`src/rtl/meta_wrr_sched.sv`:
```
// ---------------------------------------------------------------------------
// meta_wrr_sched
//
// Purpose:
//   Shares one p2k lookup interface and one packet-address write path between
//   two 340-bit metadata FIFOs (src0 = no-cut metadata, src1 = out metadata).
//   The arbiter is a weighted round-robin with runtime weights. Downstream
//   lookup slots are tracked with a credit counter, so the lookup engine is
//   never overrun.
//
//   Flow per grant: ARB cycle pulses srcX_rdreq, the FIFO presents q in the
//   following CAP cycle, q is registered onto the outputs, and
//   p2k_valid/pkt_addr_wr are high in the cycle after CAP. rdreq to p2k_valid
//   is therefore 2 cycles, with at most one grant every 2 cycles.
//
// Ports:
//   clk, reset          clock; asynchronous active-low reset
//   srcN_empty/_rdreq/_q  FIFO interface for source N (normal-mode FIFO,
//                       q valid one cycle after rdreq)
//   cfg_weight0/1       consecutive grants per turn (0 behaves as 1)
//   credit_ret          one downstream lookup completed
//   pkt_addr, pkt_addr_wr   {granted src, q[339:336]} and its strobe
//   p2k_valid, p2k_*    lookup request strobe and registered q fields
//   credit_cnt          current credits
//   credit_err          sticky: credit returned while already at CREDIT_MAX
//   gnt_cnt0/1          per-source grant counters
//
// Build option:
//   META_SCHED_STATS_EN  when defined, gnt_cnt0/1 count p2k_valid strobes per
//                        source (32-bit, wrapping). When undefined they are
//                        tied to zero and no counter flops exist.
// ---------------------------------------------------------------------------
module meta_wrr_sched #(
    parameter int unsigned CREDIT_MAX = 8,
    parameter int unsigned WGT_W      = 4
) (
    input  logic             clk,
    input  logic             reset,
    input  logic             src0_empty,
    output logic             src0_rdreq,
    input  logic [339:0]     src0_q,
    input  logic             src1_empty,
    output logic             src1_rdreq,
    input  logic [339:0]     src1_q,
    input  logic [WGT_W-1:0] cfg_weight0,
    input  logic [WGT_W-1:0] cfg_weight1,
    input  logic             credit_ret,
    output logic [4:0]       pkt_addr,
    output logic             pkt_addr_wr,
    output logic             p2k_valid,
    output logic [7:0]       p2k_ingress,
    output logic [127:0]     p2k_rloc_src,
    output logic [127:0]     p2k_eid_dst,
    output logic [71:0]      p2k_metadata,
    output logic [3:0]       credit_cnt,
    output logic             credit_err,
    output logic [31:0]      gnt_cnt0,
    output logic [31:0]      gnt_cnt1
);

    typedef enum logic {
        ST_ARB = 1'b0,
        ST_CAP = 1'b1
    } state_t;

    localparam logic [3:0] CREDIT_CEIL = 4'(CREDIT_MAX);

    state_t           state_q, state_d;
    logic             cur_src_q, cur_src_d;
    logic [WGT_W-1:0] run_cnt_q, run_cnt_d;
    logic [3:0]       credit_q, credit_d;
    logic             credit_err_q, credit_err_d;
    logic             grant;

    logic [4:0]       pkt_addr_q;
    logic             strobe_q;
    logic [7:0]       ingress_q;
    logic [127:0]     rloc_q;
    logic [127:0]     eid_q;
    logic [71:0]      meta_q;

    // Per-source availability and effective weight (a zero weight means one
    // grant per turn, so a misprogrammed source can never be starved).
    logic [1:0]            src_avail;
    logic [1:0][WGT_W-1:0] wgt_raw;
    logic [1:0][WGT_W-1:0] wgt_eff;

    assign src_avail = {~src1_empty, ~src0_empty};
    assign wgt_raw   = {cfg_weight1, cfg_weight0};

    genvar gi;
    generate
        for (gi = 0; gi < 2; gi++) begin : g_wgt
            assign wgt_eff[gi] = (wgt_raw[gi] == '0) ? WGT_W'(1) : wgt_raw[gi];
        end
    endgenerate

    // -----------------------------------------------------------------------
    // Arbitration / FSM next state
    // -----------------------------------------------------------------------
    always_comb begin
        state_d   = state_q;
        cur_src_d = cur_src_q;
        run_cnt_d = run_cnt_q;
        grant     = 1'b0;
        case (state_q)
            ST_ARB: begin
                // A credit returned this cycle is not usable until next cycle.
                if (credit_q != 4'd0) begin
                    if (src_avail[cur_src_q] && (run_cnt_q < wgt_eff[cur_src_q])) begin
                        grant     = 1'b1;
                        run_cnt_d = run_cnt_q + WGT_W'(1);
                    end else if (src_avail[~cur_src_q]) begin
                        grant     = 1'b1;
                        cur_src_d = ~cur_src_q;
                        run_cnt_d = WGT_W'(1);
                    end else if (src_avail[cur_src_q]) begin
                        // Weight used up but the other side is idle: keep
                        // serving and start a fresh turn.
                        grant     = 1'b1;
                        run_cnt_d = WGT_W'(1);
                    end
                end
                if (grant) begin
                    state_d = ST_CAP;
                end
            end
            ST_CAP: begin
                state_d = ST_ARB;
            end
            default: begin
                state_d = ST_ARB;
            end
        endcase
    end

    // rdreq is combinational so the FIFO's q lands in the CAP cycle. It is
    // gated with reset so nothing is requested while the block is held.
    assign src0_rdreq = reset & grant & ~cur_src_d;
    assign src1_rdreq = reset & grant &  cur_src_d;

    // -----------------------------------------------------------------------
    // Credit counter
    // -----------------------------------------------------------------------
    always_comb begin
        credit_d     = credit_q;
        credit_err_d = credit_err_q;
        if (grant && !credit_ret) begin
            credit_d = credit_q - 4'd1;
        end else if (!grant && credit_ret) begin
            if (credit_q == CREDIT_CEIL) begin
                credit_err_d = 1'b1;
            end else begin
                credit_d = credit_q + 4'd1;
            end
        end
    end

    always_ff @(posedge clk or negedge reset) begin
        if (!reset) begin
            state_q      <= ST_ARB;
            cur_src_q    <= 1'b0;
            run_cnt_q    <= '0;
            credit_q     <= CREDIT_CEIL;
            credit_err_q <= 1'b0;
        end else begin
            state_q      <= state_d;
            cur_src_q    <= cur_src_d;
            run_cnt_q    <= run_cnt_d;
            credit_q     <= credit_d;
            credit_err_q <= credit_err_d;
        end
    end

    // -----------------------------------------------------------------------
    // Output capture: in CAP, cur_src_q is the source that was just granted
    // and its FIFO q holds the popped entry.
    // -----------------------------------------------------------------------
    logic [339:0] cap_data;
    assign cap_data = cur_src_q ? src1_q : src0_q;

    always_ff @(posedge clk or negedge reset) begin
        if (!reset) begin
            strobe_q   <= 1'b0;
            pkt_addr_q <= '0;
            ingress_q  <= '0;
            rloc_q     <= '0;
            eid_q      <= '0;
            meta_q     <= '0;
        end else begin
            strobe_q <= (state_q == ST_CAP);
            if (state_q == ST_CAP) begin
                pkt_addr_q <= {cur_src_q, cap_data[339:336]};
                ingress_q  <= cap_data[335:328];
                rloc_q     <= cap_data[327:200];
                eid_q      <= cap_data[199:72];
                meta_q     <= cap_data[71:0];
            end
        end
    end

    assign pkt_addr     = pkt_addr_q;
    assign pkt_addr_wr  = strobe_q;
    assign p2k_valid    = strobe_q;
    assign p2k_ingress  = ingress_q;
    assign p2k_rloc_src = rloc_q;
    assign p2k_eid_dst  = eid_q;
    assign p2k_metadata = meta_q;
    assign credit_cnt   = credit_q;
    assign credit_err   = credit_err_q;

    // -----------------------------------------------------------------------
    // Grant statistics
    // -----------------------------------------------------------------------
`ifdef META_SCHED_STATS_EN
    logic [31:0] gnt_cnt0_q, gnt_cnt1_q;

    // Counted at capture so the counter moves together with p2k_valid.
    always_ff @(posedge clk or negedge reset) begin
        if (!reset) begin
            gnt_cnt0_q <= '0;
            gnt_cnt1_q <= '0;
        end else if (state_q == ST_CAP) begin
            if (cur_src_q) begin
                gnt_cnt1_q <= gnt_cnt1_q + 32'd1;
            end else begin
                gnt_cnt0_q <= gnt_cnt0_q + 32'd1;
            end
        end
    end

    assign gnt_cnt0 = gnt_cnt0_q;
    assign gnt_cnt1 = gnt_cnt1_q;
`else
    assign gnt_cnt0 = '0;
    assign gnt_cnt1 = '0;
`endif

endmodule
```
`config.mk`:
```
export PLATFORM = sky130hd
export DESIGN_NAME = meta_wrr_sched
export DESIGN_NICKNAME = d
export VERILOG_FILES = /design/src/rtl/meta_wrr_sched.sv
export SDC_FILE = /design/constraint.sdc
export NUM_CORES = 1
export LEC_CHECK = 0
export BUFFER_PORTS_ARGS = -buffer_cell sky130_fd_sc_hd__buf_4
export CORE_AREA = 2 2 436 438
export DETAILED_ROUTE_END_ITERATION = 10
export DIE_AREA = 0 0 438 440
export HOLD_SLACK_MARGIN = 0.05
export SLEW_MARGIN = 20
export SYNTH_ARGS = -nofsm -noshare
export SYNTH_HDL_FRONTEND = slang
export SYNTH_SLANG_ARGS = --single-unit
```
`constraint.sdc`:
```
create_clock -name clk -period 2.6 [get_ports clk]
set_input_delay 0.13 -clock clk [delete_from_list [all_inputs] [get_ports clk]]
set_output_delay 0.13 -clock clk [all_outputs]
set_load 0.02 [all_outputs]
```
Word-level counts from Yosys, hierarchy flattened
Cells that the tools add are included.
{"block": "op_classes", "magnitude_cmp": 3, "eq_ne": 2, "div": 0, "muxes": 27, "reduce_logical": 13, "n_addsub": 3, "multipliers": 0, "bitwise": 9, "n_shift": 0}
{"cell": "$mux 340", "n": 1}
{"cell": "$mux 4", "n": 10}
{"cell": "$mux 1", "n": 15}
{"cell": "$add 4x1->4 const B", "n": 2}
{"cell": "$logic_not 4->1", "n": 2}
{"cell": "$not 1->1", "n": 6}
{"cell": "$reduce_and 3->1", "n": 2}
{"cell": "$eq 4x4->1 const B", "n": 1}
{"cell": "$lt 1x2->1 const B", "n": 2}
{"cell": "$lt 4x4->1", "n": 1}
{"cell": "$reduce_bool 4->1", "n": 1}
{"cell": "$sub 4x1->4 const B", "n": 1}
{"cell": "$and 1x1->1", "n": 3}
{"cell": "$logic_and 1x1->1", "n": 3}
{"cell": "$reduce_bool 3->1", "n": 1}
{"cell": "$logic_not 1->1", "n": 2}
{"cell": "$ne 2x2->1 const B", "n": 1}
{"cell": "$pmux 1 s2", "n": 1}
{"cell": "$reduce_and 2->1", "n": 1}
{"cell": "$reduce_bool 2->1", "n": 1}
{"block": "totals", "inputBits": 693, "wordCells": 68, "mem_bits_rw": 0, "ff_bits": 353, "latch_bits": 0, "mem_bits_ro": 0, "mem_count": 0, "out_inout_bits": 414}

Longest topological paths before layout
{"block": "depth", "depth_word": 14, "ltp_mapped": 10, "mapped_depth_nobuf": 10}

Worst setup path after synthesis
OpenSTA, ideal clock, no wires.
{"block": "synth_path", "path_type": "register to output", "start": "register cur_src_q", "end": "output port src0_rdreq", "arrival_time_ns": 2.776, "stages_incl_launch_ff": 11, "required_ns": 2.470, "slack_ns": -0.306, "n_path_buf": 3, "path_cell_list": "dfrtp_1 buf_2 buf_1 buf_2 mux2i_1 ha_1 and2_1 a211o_1 a31o_2 a211oi_2 and3_1"}
{"block": "synth_between", "elab_chain_len": 10, "word_cells_on_any_way": 22, "cone_classes": "order compare (1); mux (16); bitwise (4); reduce/logical (1)"}
{"item": "from (decl)", "line_no": "69", "rtl": "logic cur_src_q, cur_src_d;"}
{"item": "from (signal assigned)", "line_no": "168", "rtl": "cur_src_q <= cur_src_d;"}
{"item": "$mux 4 (implied by the code) or $mux 1 (tied branches) (2 in series)", "line_no": "110, 117"}
{"item": "$lt 4x4->1 or $mux 1 (tied branches)", "line_no": "110, 117"}
{"item": "$logic_and 1x1->1 or $mux 1 (tied branches)", "line_no": "110, 113"}
{"item": "$mux 1", "line_no": "110", "rtl": "if (src_avail[cur_src_q] && (run_cnt_q < wgt_eff[cur_src_q])) begin"}
{"item": "$mux 1", "line_no": "109", "rtl": "if (credit_q != 4'd0) begin"}
{"item": "$mux 1 (2 in series)", "line_no": "106", "rtl": "case (state_q)"}
{"item": "$and 1x1->1", "line_no": "139", "rtl": "assign src0_rdreq = reset & grant & ~cur_src_d;"}
{"item": "$and 1x1->1 *", "line_no": "139"}
{"item": "to (decl)", "line_no": "40", "rtl": "output logic src0_rdreq,"}
Every way passes the cells marked *; elsewhere a longest branch is shown, timed or not. The select of a mux whose other input is x is not followed.

Final worst setup path
Ends and elaborated chain as after synthesis.

==> impl_metrics.ini <==
[layout]
layout-drive-gt1-share_pct = 34.8
finish.utilization_pct = 19.1
syn_to_final_growth_pct = 115
num-nets-final = 4026

[placement]
gp_congestion = 0.937
place_ws_ns = 0.0301
port_buffers = 1042
dp_wirelength_um = 105000

[die]
die_height_um = 440
start_util_pct = 8.87
die-width_um = 438
pin_count = 1107
core_area_um2 = 189000
placementRows = 160
dieArea_um2 = 193000

[pwr]
design_power_total_mw = 39.0
power_density_nw_per_um2 = 1080
intPower_mw = 21.8
ir_drop_mv = 1.43
power_frac_seq_pct = 26.0
net_switching_fraction_of_the_power_pct = 44.0
power_switching_mw = 17.2
pwr-share-clk_pct = 17.9
cellLeakagePower_nw = 16.6
power.combinational.fraction_pct = 56.2

[critical_path]
critPathArrivalTime_ns = 2.91
crit-reg2reg-capture = p2k_rloc_src[91]
critical_path.max_stage_delay_ns = 0.49
path_cells = mux2i_1 -> ha_1 -> and2_4 -> a211o_1 -> a31o_4 -> a211oi_2 -> buf_6 -> and3_4 -> buf_6
critPathRequiredTime_ns = 2.47
worst_setup_path_end_kind = primary output
reg2reg_setup_slack_ns = 0.05
worst_path_maximum_fanout = 4
worstSetupStartpointType = flop
setup.worst_path.class = reg -> out
critical_path_s_top_delay_family = compound AO/OA/AOI/OAI gates
cp_slowest_cell = sky130_fd_sc_hd__dfrtp_4
r2r.worst_path.cells = 6
reg2reg_from = cur_src_q
critical_path.n_buffers_inverters = 2
cp_common_cell = sky130_fd_sc_hd__buf_6

[clock_tree]
cts_buffers = 46
clk_latency_ns = 0.65
clockBufferDepth = 3
tritoncts = done
htreeDepth = 2
path_clk_slew_ns = 0.06
root_buffer = sky130_fd_sc_hd__clkbuf_16
numClockSinks = 353

[sta]
timing.final.ws_setup_ns = -0.436
worst_slew_pin_slew_ns = 1.08
final.min_clock_period_ns = 3.04
period_share_pct = 117
timing.final.hold_violations = 0
timing.final.max_slew_violations = 0
final-setup-viol-count = 2
timing.fmax_mhz = 329
maxSlewHeadroom_pct = 28.1
clock-skew-final_ns = 0.0239
grt_setup_unrepaired = yes

[synth]
synth_area_um2 = 16700
seq_area_frac_synth_pct = 52.8
synth_edf_count = 0
synth_instances = 1629
commonest_register_cell_after_synthesis = sky130_fd_sc_hd__dfrtp_1
synth_commonest_cells = 352 x sky130_fd_sc_hd__dfrtp_1, 345 x sky130_fd_sc_hd__mux2i_1, 344 x sky130_fd_sc_hd__nor2_1
biggest_area_contributors_in_the_synthesized_netlist = sky130_fd_sc_hd__dfrtp_1 53%, sky130_fd_sc_hd__mux2i_1 21%, sky130_fd_sc_hd__a21oi_1 10%
yosysWarningCount = 0
post_synth_top_area_share_pct = 52.7
syn_area_per_cell_um2 = 10.3
synthMostInstantiatedCell = sky130_fd_sc_hd__dfrtp_1
yosys.cell_types.count = 41
postSynthRegisterBits = 353
post-synth-top-area-cell = sky130_fd_sc_hd__dfrtp_1
async_flop_share_pct = 100

[drt]
initial_detailed_routing_violation_count = 1446
drc = 0
via_count = 20400
vias_per_cell = 3.44
routed_wirelength_um = 130000
detailedRoute.firstPassIterationCount = 5
route.antenna.remaining_nets = 0
avgRoutedWirePerCell_um = 22.1

[job]
cap_viol_max_count = 0

[min_path]
path_type_of_the_worst_min_delay_path = in -> async

[grt]
number_of_antenna_violations_at_the_first_check_in_global_routing = 139
number_of_global_route_vias_before_repair = 19800
residual_overflow_from_global_routing = 0
global_routing_usage_summed_across_all_routing_layers_pct = 12.8
grt_first_pass_wirelength_um = 168000
grt_max_degree = 213

[status]
run_status = complete, but fails checks
violations = negative setup slack
-- power by group through the flow --
stage / clock, mW / combinational, mW / sequential (mW)
after floorplan: 0 / 7.60 / 13.0
after global placement: 0 / 19.4 / 10.0
after detailed placement: 0 / 19.7 / 10.1
after CTS: 7.22 / 21.9 / 10.1
after global routing: 7.37 / 23.3 / 10.4
final: 6.97 / 21.9 / 10.1
-- sequential cells by signal, summed over array words and instances (netlist names) --
register	count
p2k_metadata	72
credit_cnt	4
pkt_addr	5
p2k_valid	1
state_q	1
run_cnt_q	4
p2k_rloc_src	128
p2k_ingress	8
cur_src_q	1
p2k_eid_dst	128
credit_err	1
-- worst register-to-register path, cell delays in order, from the launching register on --
cell and delay (ns):
sky130_fd_sc_hd__dfrtp_4 0.43, sky130_fd_sc_hd__buf_4 0.17, sky130_fd_sc_hd__buf_12 0.40, sky130_fd_sc_hd__buf_12 0.88, sky130_fd_sc_hd__mux2i_1 0.33, sky130_fd_sc_hd__buf_4 0.13
sky130_fd_sc_hd__a21oi_1 0.05
-- what timing repair did --
action	in CTS	in global routing
endpoints found under the hold margin	579	0
pin swaps	5	0
buffers inserted	2	1
hold buffers	686	0
gates resized for setup	7	3
endpoints found under the setup margin	2	20
-- metal layers --
layer / vias up / global-route usage [%] / share of wire (%)
li1: 8966 / - / -
met1: 9828 / 13.8 / 36
met2: 1121 / 20.4 / 46
met3: 356 / 6.26 / 12
met4: 90 / 7.04 / 6.3
met5: - / 0 / 0.45
-- kinds of logic (layout without fill, tap and decap cells) --
kind of cell | after synthesis | after routing | share of synthesized area [%]
AO/OA/AOI/OAI | 364 | 364 | 11.2
XOR/XNOR | 2 | 2 | 0.105
adder cells (fa/ha/maj) | 9 | 9 | 0.718
buffers and inverters | 188 | 1855 | 5.93
flip-flops | 353 | 353 | 52.8
multiplexers | 347 | 347 | 20.8
other | 1 | 108 | 0.0224
AND/OR/NAND/NOR | 365 | 365 | 8.36
-- final cells by class --
class                      count  area [um^2]
antenna                       44          110
inverter                       8         30.0
tap                         2511         3140
clock buffer                  69         1390
fill                       20500       153000
sequential                   353         8840
clock inverter                14          210
multi-input combinational   1151         7180
timing repair buffer        1764        15100
-- layout by cell type (no fill, tap or decap), types with 3 or more instances in the layout --
| cell type | Yosys | layout |
|---|---|---|
| sky130_fd_sc_hd__buf_6 | 0 | 3 |
| sky130_fd_sc_hd__buf_4 | 65 | 1063 |
| sky130_fd_sc_hd__bufinv_16 | 0 | 4 |
| sky130_fd_sc_hd__o21ai_0 | 4 | 4 |
| sky130_fd_sc_hd__dfrtp_1 | 352 | 350 |
| sky130_fd_sc_hd__dlygate4sd3_1 | 0 | 685 |
| sky130_fd_sc_hd__diode_2 | 0 | 44 |
| sky130_fd_sc_hd__a21oi_1 | 343 | 343 |
| sky130_fd_sc_hd__clkinv_2 | 0 | 4 |
| sky130_fd_sc_hd__inv_1 | 7 | 7 |
| sky130_fd_sc_hd__ha_1 | 8 | 8 |
| sky130_fd_sc_hd__clkbuf_8 | 0 | 15 |
| sky130_fd_sc_hd__buf_12 | 0 | 11 |
| sky130_fd_sc_hd__nand2_1 | 8 | 8 |
| sky130_fd_sc_hd__clkbuf_16 | 0 | 46 |
| sky130_fd_sc_hd__a21o_1 | 3 | 3 |
| sky130_fd_sc_hd__clkbuf_1 | 76 | 8 |
| sky130_fd_sc_hd__nor2_1 | 344 | 343 |
| sky130_fd_sc_hd__conb_1 | 1 | 64 |
| sky130_fd_sc_hd__mux2i_1 | 345 | 345 |
-- per-stage QoR --
stage,area [um^2],setup TNS (ns),std cells,hold slack (ns)
after floorplan,17000,0,1692,-0.166
after global placement,27400,0,5099,0.102
after detailed placement,27400,0,5099,0.109
after CTS,35900,-1.07,5870,0.138
after global routing,36000,-1.16,5884,0.195
final,36000,-0.847,5914,0.181
-- how the worst max path moves through the flow --
stage	startpoint	endpoint	slack, ns	depth (start not counted)
floorplan	cur_src_q	src0_rdreq	0.009	10
global placement	cur_src_q	src0_rdreq	0.02	9
detailed placement	cur_src_q	src0_rdreq	0.03	9
CTS	cur_src_q	src0_rdreq	-0.56	9
global route	cur_src_q	src0_rdreq	-0.60	9
finish	cur_src_q	src0_rdreq	-0.44	9
(Power assumes the default switching activity.)
